## src/rtl/hit_arbiter.sv

```systemverilog
// Whack-a-mole hit arbiter: queues button presses, serves them round-robin, classifies each as
// miss / hit / full-clear hit against the board and enforces a lockout after a miss.
module hit_arbiter #(
  parameter int unsigned N_HOLES        = 8,
  parameter int unsigned LOCKOUT_CYCLES = 25_000_000
) (
  input  logic               clk,
  input  logic               rst,
  input  logic               game_en,
  input  logic [N_HOLES-1:0] hit_req,
  input  logic [N_HOLES-1:0] mole_active,
  output logic               miss,
  output logic               non_full_clear_hit,
  output logic               full_clear_hit,
  output logic [N_HOLES-1:0] clear_mole,
  output logic               locked
);

  localparam int unsigned SelW = (N_HOLES > 1) ? $clog2(N_HOLES) : 1;
  localparam int unsigned CntW = (LOCKOUT_CYCLES > 0) ? $clog2(LOCKOUT_CYCLES + 1) : 1;
  localparam logic [CntW-1:0] LoadVal = CntW'(LOCKOUT_CYCLES);

  typedef enum logic [2:0] {StIdle, StGrant, StIssue, StSettle, StLockout} state_e;

  state_e              state_q, state_d;
  logic [N_HOLES-1:0]  pending_q, pending_d;
  logic [SelW-1:0]     sel_q, sel_d;
  logic [SelW-1:0]     rr_ptr_q, rr_ptr_d;
  logic [CntW-1:0]     cnt_q, cnt_d;
  logic                miss_q, miss_d;
  logic                nfch_q, nfch_d;
  logic                fch_q, fch_d;
  logic [N_HOLES-1:0]  clear_q, clear_d;
  logic                locked_q, locked_d;

  logic                pick_found;
  logic [SelW-1:0]     pick_idx;
  logic [SelW-1:0]     cand;
  logic [N_HOLES-1:0]  sel_oh;
  logic [N_HOLES-1:0]  others;
  logic                is_hit;

  assign sel_oh = N_HOLES'(1) << sel_q;
  assign others = mole_active & ~sel_oh;
  assign is_hit = mole_active[sel_q];

  // First pending hole at or above rr_ptr, wrapping at N_HOLES.
  always_comb begin
    pick_found = 1'b0;
    pick_idx   = '0;
    cand       = '0;
    for (int unsigned i = 0; i < N_HOLES; i++) begin
      cand = SelW'((32'(rr_ptr_q) + i) % N_HOLES);
      if (!pick_found && pending_q[cand]) begin
        pick_found = 1'b1;
        pick_idx   = cand;
      end
    end
  end

  always_comb begin
    state_d   = state_q;
    pending_d = pending_q | hit_req;
    sel_d     = sel_q;
    rr_ptr_d  = rr_ptr_q;
    cnt_d     = cnt_q;
    miss_d    = 1'b0;
    nfch_d    = 1'b0;
    fch_d     = 1'b0;
    clear_d   = '0;
    locked_d  = 1'b0;
    if (!game_en) begin
      state_d   = StIdle;
      pending_d = '0;
      rr_ptr_d  = '0;
      cnt_d     = '0;
    end else begin
      unique case (state_q)
        StIdle: begin
          if (pick_found) begin
            sel_d     = pick_idx;
            // A press landing in the same cycle as the grant is kept for later.
            pending_d = (pending_q & ~(N_HOLES'(1) << pick_idx)) | hit_req;
            state_d   = StGrant;
          end
        end
        StGrant: begin
          miss_d  = !is_hit;
          fch_d   = is_hit && (others == '0);
          nfch_d  = is_hit && (others != '0);
          clear_d = is_hit ? sel_oh : '0;
          state_d = StIssue;
        end
        StIssue: begin
          rr_ptr_d = (sel_q == SelW'(N_HOLES - 1)) ? '0 : sel_q + SelW'(1);
          if (miss_q) begin
            state_d   = StLockout;
            cnt_d     = LoadVal;
            locked_d  = 1'b1;
            pending_d = '0;
          end else begin
            state_d = StSettle;
          end
        end
        StSettle: state_d = StIdle;
        StLockout: begin
          pending_d = '0;
          if (cnt_q <= CntW'(1)) begin
            cnt_d   = '0;
            state_d = StIdle;
          end else begin
            cnt_d    = cnt_q - CntW'(1);
            locked_d = 1'b1;
          end
        end
        default: state_d = StIdle;
      endcase
    end
  end

  always_ff @(posedge clk or posedge rst) begin
    if (rst) begin
      state_q   <= StIdle;
      pending_q <= '0;
      sel_q     <= '0;
      rr_ptr_q  <= '0;
      cnt_q     <= '0;
      miss_q    <= 1'b0;
      nfch_q    <= 1'b0;
      fch_q     <= 1'b0;
      clear_q   <= '0;
      locked_q  <= 1'b0;
    end else begin
      state_q   <= state_d;
      pending_q <= pending_d;
      sel_q     <= sel_d;
      rr_ptr_q  <= rr_ptr_d;
      cnt_q     <= cnt_d;
      miss_q    <= miss_d;
      nfch_q    <= nfch_d;
      fch_q     <= fch_d;
      clear_q   <= clear_d;
      locked_q  <= locked_d;
    end
  end

  assign miss               = miss_q;
  assign non_full_clear_hit = nfch_q;
  assign full_clear_hit     = fch_q;
  assign clear_mole         = clear_q;
  assign locked             = locked_q;

endmodule

```

## config.mk

```make
export PLATFORM = sky130hd
export DESIGN_NAME = hit_arbiter
export DESIGN_NICKNAME = d
export VERILOG_FILES = /design/src/rtl/hit_arbiter.sv
export SDC_FILE = /design/constraint.sdc
export NUM_CORES = 1
export LEC_CHECK = 0
export CAP_MARGIN = 20
export CORE_MARGIN = 2
export CORE_UTILIZATION = 41
export DETAILED_ROUTE_END_ITERATION = 8
export PLACE_DENSITY = 0.57
export SKIP_LAST_GASP = 1
export SLEW_MARGIN = 20
export SYNTH_ARGS = -nofsm -noshare
export SYNTH_HDL_FRONTEND = slang
export SYNTH_SLANG_ARGS = --single-unit
```

## constraint.sdc

```tcl
create_clock -name clk -period 4.1 [get_ports clk]
set_input_delay 1.025 -clock clk [delete_from_list [all_inputs] [get_ports clk]]
set_output_delay 1.025 -clock clk [all_outputs]
set_load 0.02 [all_outputs]
```

# [Yosys cells after proc, flatten, opt, wreduce, memory -nomap -nowiden]
# Cells that the tools add are included.
[op_classes] eq_ne=9 n_lt_le_gt_ge=10 n_div=0 shift=2 multipliers=0 n_mux=63 reduce_logical=23 n_addsub=9 n_bitwise=6
[op_table] operator="$mux W25" n=3
[op_table] operator="$pmux W25 S2" n=1
[op_table] operator="$mux W8" n=6
[op_table] operator="$mux W3" n=15
[op_table] operator="$lt A3 B4 Y1 const B" n=9
[op_table] operator="$bmux W1 S3" n=9
[op_table] operator="$mux W1" n=26
[op_table] operator="$le A25 B1 Y1 const B" n=1
[op_table] operator="$sub A25 B1 Y25 const B" n=1
[op_table] operator="$pmux W8 S3" n=1
[op_table] operator="$and A8 B8 Y8" n=2
[op_table] operator="$not A8 Y8" n=2
[op_table] operator="$or A8 B8 Y8" n=2
[op_table] operator="$shl A1 B3 Y8 const A" n=2
[op_table] operator="$add A3 B3 Y3 const B" n=4
[op_table] operator="$pmux W3 S4" n=1
[op_table] operator="$logic_and A1 B1 Y1" n=9
[op_table] operator="$ne A3 B3 Y1 const B" n=3
[op_table] operator="$logic_not A1 Y1" n=8
[op_table] operator="$logic_not A8 Y1" n=1
[op_table] operator="$reduce_bool A8 Y1" n=1
[op_table] operator="$add A3 B1 Y3 const B" n=2
[op_table] operator="$add A3 B2 Y3 const B" n=2
[op_table] operator="$eq A3 B3 Y1 const B" n=2
[op_table] operator="8 further kinds" n=9
[word_totals] regBits=54 ram_bits=0 inputBits=19 n_memories=0 romBits=0 latch_bits=0

# [Longest topological paths before layout]
[depth] word_depth=31 depth_mapped=14 mapped_depth_nobuf=10

# [Worst setup path before layout]
# Ideal clock, no wire load.
[synth_timing] path_type="flip-flop to flip-flop" from="reg rr_ptr_q[0]" to="reg pending_q[1]" setup_ns=0.124 t_arrival_ns=3.432 slack_ns=0.544 path_buffers=4 stages_incl_launch_ff=14 cell_sequence="dfrtp_1 > buf_6 > buf_2 > inv_1 > ha_1 > buf_2 > buf_6 > mux4_2 > mux2_2 > o32ai_1 > o211ai_1 > a311o_2 > or2_0 > o31a_1"
[synth_via] elab_chain_len=31
[synth_lines] item="start, declared" line_no="28" source="logic [SelW-1:0] rr_ptr_q, rr_ptr_d;"
[synth_lines] item="start signal, assigned" line_no="137" source="rr_ptr_q <= rr_ptr_d;"
[synth_lines] item="parallel branches: the longest is 28 deep, another holds $add A3 B1 Y3"
[synth_lines] item="$mux W8 (*)" line_no="80" source="if (pick_found) begin"
[synth_lines] item="$pmux W8 S3 (*)" line_no="78" source="unique case (state_q)"
[synth_lines] item="$mux W8 (*)" line_no="72" source="if (!game_en) begin"
[synth_lines] item="via pending_d[1]" line_no="26" source="logic [N_HOLES-1:0] pending_q, pending_d;"
[synth_lines] item="end signal, assigned" line_no="135" source="pending_q <= pending_d;"
[synth_lines] item="end, declared" line_no="26"
# Mark *: on every way through the listed nets, which the timed path passes. The select of a mux whose other input is x is not followed.
# A chain may end at the register's enable or synchronous reset.

# [Worst setup path after layout]
[layout_timing] from="reg rr_ptr_q[1]" to="reg pending_q[1]"
# Same word-level chain as after synthesis.

==> results.ini <==
[setup_path]
start_kind = flip-flop
r2r_end = pending_q[1]
cp_max_fo = 17
worst-path-buf-inv = 1
cp_top_family = compound AO/OA/AOI/OAI gates
r2r-start = rr_ptr_q[1]
crit_slowest_cell = ha_1
max_stage_delay_ps = 770
path_class = reg2reg
r2r_cells = 9
r2r_setup_slack_ps = 420
arrival_ps = 3880
end_kind = flip-flop
crit_chain = inv_1 > ha_1 > mux4_2 > mux2_2 > o32ai_1 > o211ai_1 > a311o_2 > or2_0 > o31a_1
cp.required_ps = 4310

[flow_run]
cap_violations = 0

[drt]
routed.top_layer = met4
post_drt_wl_per_cell_um = 16.59
ant_nets = 0
met3_length_um = 371
via_per_inst = 5.839
route.met2.wl_mm = 4.572
drt_first_pass_iters = 5
wirelength_mm = 9.471
drtIter0Drc = 207
m1WireLength_mm = 4.368
vias = 3334
route.detailed.drc = 0

[power_and_ir_drop]
combPwrFrac_pct = 60.0
leakage_uw = 0.001796
intPower_uw = 1552
p_per_area_mw_per_mm2 = 649.5
swShare_pct = 46.53
peakVddDrop_uv = 284.9
p_sw_uw = 1351
clkPwrFrac_pct = 11.8
sequentialPowerShare_pct = 28.2

[floorplanning]
die_h_um = 102.3
start_util_pct = 42.64
die_area_mm2 = 0.01046
die_x_um = 102.3
placementRows = 35
io_pins = 31
core_mm2 = 0.009284

[placed_design]
portBuffers = 30
dp_hpwl_mm = 6.867
dp.cells = 563
place.gp.congestion = 0.9116

[synthesis]
syn_inst = 423
synth-edff-count = 0
ys.warnings.count = 0
yosys-top-cells-area = dfrtp_1, mux4_2, nor2_1
synth-seq-cells = 54
syn_avg_cell_area_um2 = 9.359
ys_types = 60
synthArstFlopShare_pct = 100.0
ys.flop_type = dfrtp_1
seq_area_frac_synth_pct = 34.13
syn_area_mm2 = 0.003959
synth_top_cell_by_area = dfrtp_1
syn-num-nets = 452
post-synth-top-area-fraction_pct = 34.13

[layout]
syn_to_final_growth_pct = 12.90
antenna_cells = 0
finalNetCount = 470
final_common_cell = dfrtp_1
fill_cells = 917
drive_gt1_share_pct = 11.99
finalNonFillerCells = 571
final_cell_mix = dfrtp_1, nor2_1, nand2_1, clkdlybuf4s50_1, o21ai_0

[clocking]
cts_tree = built
hold_buffers = 0
postCtsSetupBuffers = 0
cts_resized = 0
cts.sinks = 54
cts_buffer_depth = 2
clock_latency_ps = 310
clk_pin_slew_worst_paths_ps = 100
root_buffer = clkbuf_8
cts_buffers = 5
htreeDepth = 2

[sta]
fin_setup_tns_ps = 0
post-route-period-util_pct = 89.67
fin_skew_ps = 9.823
fmax_mhz = 272.0
worst_slew_pin_slew_ps = 823.3
setup-violations-final = 0
finalCriticalPeriod_ps = 3676
rsz0062_at_grt = no
hold_violations = 0
slew_violations = 0
timing.slew.headroom_pct = 44.66

[global_route]
grt_pass1_wl_mm = 15.86
track_usage_pct = 19.02
first_global_vias = 3189
grt_max_degree = 29
antenna_found_initial = 0
grt-ovfl-total = 0

[status]
status = completed

[min_path]
min_to = cnt_q[11]
min_from = cnt_q[11]
hold_depth = 2
hp-class = reg2reg

[sequential cells by signal, summed over array words and instances (netlist names)]
name / cells
non_full_clear_hit: 1
state_q: 3
cnt_q: 25
miss: 1
clear_mole: 8
locked: 1
sel_q: 3
rr_ptr_q: 3
full_clear_hit: 1
pending_q: 8
[final cells by class]
cell class                      count  area (µm²)  share of cell area [%]
Clock buffer                        7       96.34                   2.156
Multi-Input combinational cell    327        2435                   54.48
Sequential cell                    54        1351                   30.24
Inverter                           15       56.30                   1.260
Clock inverter                      1       8.758                  0.1960
Timing Repair Buffer               38       360.3                   8.063
Tap cell                          129       161.4                   3.611
[worst reg2reg max path, cell delays in order, from the launching register on]
cell and delay, ps:
dfrtp_1 350, inv_1 110, ha_1 770, mux4_2 410
mux2_2 270, o32ai_1 450, o211ai_1 230, a311o_2 510
or2_0 250, o31a_1 230
[cells in the mapped netlist, types with 3 or more instances]
cell       n
dfrtp_1   54
nor2_1    50
nand2_1   30
o21ai_0   23
clkbuf_1  20
mux4_2    20
a21oi_1   17
inv_1     15
nor3_1    15
nor2b_1   13
nor4_1    12
nand2b_1  11
ha_1      10
mux2_2     9
a22oi_1    8
xor2_1     8
o31ai_1    7
xnor2_1    7
and2_1     6
o31a_1     6
a21boi_0   5
buf_2      5
mux2i_1    5
nand3_1    5
o21ai_1    4
a221oi_1   3
and3_1     3
or3_1      3
[kinds of logic (layout without fill, tap and decap cells)]
kind of cell	count (synthesis)	count (layout)	synth area share, %
AO/OA/AOI/OAI	103	103	17.79
XOR/XNOR	15	15	3.319
adder cells (fa/ha/maj)	10	10	3.161
buffers and inverters	42	61	4.519
flip-flops	54	54	34.13
multiplexers	36	36	16.34
AND/OR/NAND/NOR	163	163	20.73
[per-stage QoR]
stage / area, µm² / utilization, % / power (µW) / setup WS (ps) / hold slack [ps]
finish: 4469 / 48.14 / 2903 / 423.7 / 562.2
floorplan: 3959 / - / 2164 / 544.3 / 498.2
detailed placement: 4364 / 47.01 / 2557 / 438.8 / 546.8
global placement: 4364 / 47.01 / 2553 / 490.0 / 518.7
CTS: 4469 / 48.14 / 2911 / 434.9 / 571.2
global route: 4469 / 48.14 / 3151 / 224.0 / 601.8
[worst max-delay path by stage]
stage	from	endpoint	slack, ps	cells past startpoint
floorplan	rr_ptr_q[0]	pending_q[1]	540	13
global placement	rr_ptr_q[1]	pending_q[1]	490	10
detailed placement	rr_ptr_q[1]	pending_q[1]	440	9
CTS	rr_ptr_q[1]	pending_q[1]	430	9
global route	rr_ptr_q[1]	pending_q[1]	220	9
finish	rr_ptr_q[1]	pending_q[1]	420	9
[power groups by stage]
stage	clock, µW	combinational (µW)	sequential, µW
CTS	351	1740	816
detailed placement	0	1730	826
global route	371	1930	844
floorplan	0	1430	732
finish	342	1740	819
global placement	0	1730	824
[routing by layer]
metal	vias up	global-route usage, %
met5	-	0
met4	0	4.923
met3	15	2.599
met2	82	31.73
met1	1653	26.22
li1	1584	-
Power figures use the tool's default switching activity.
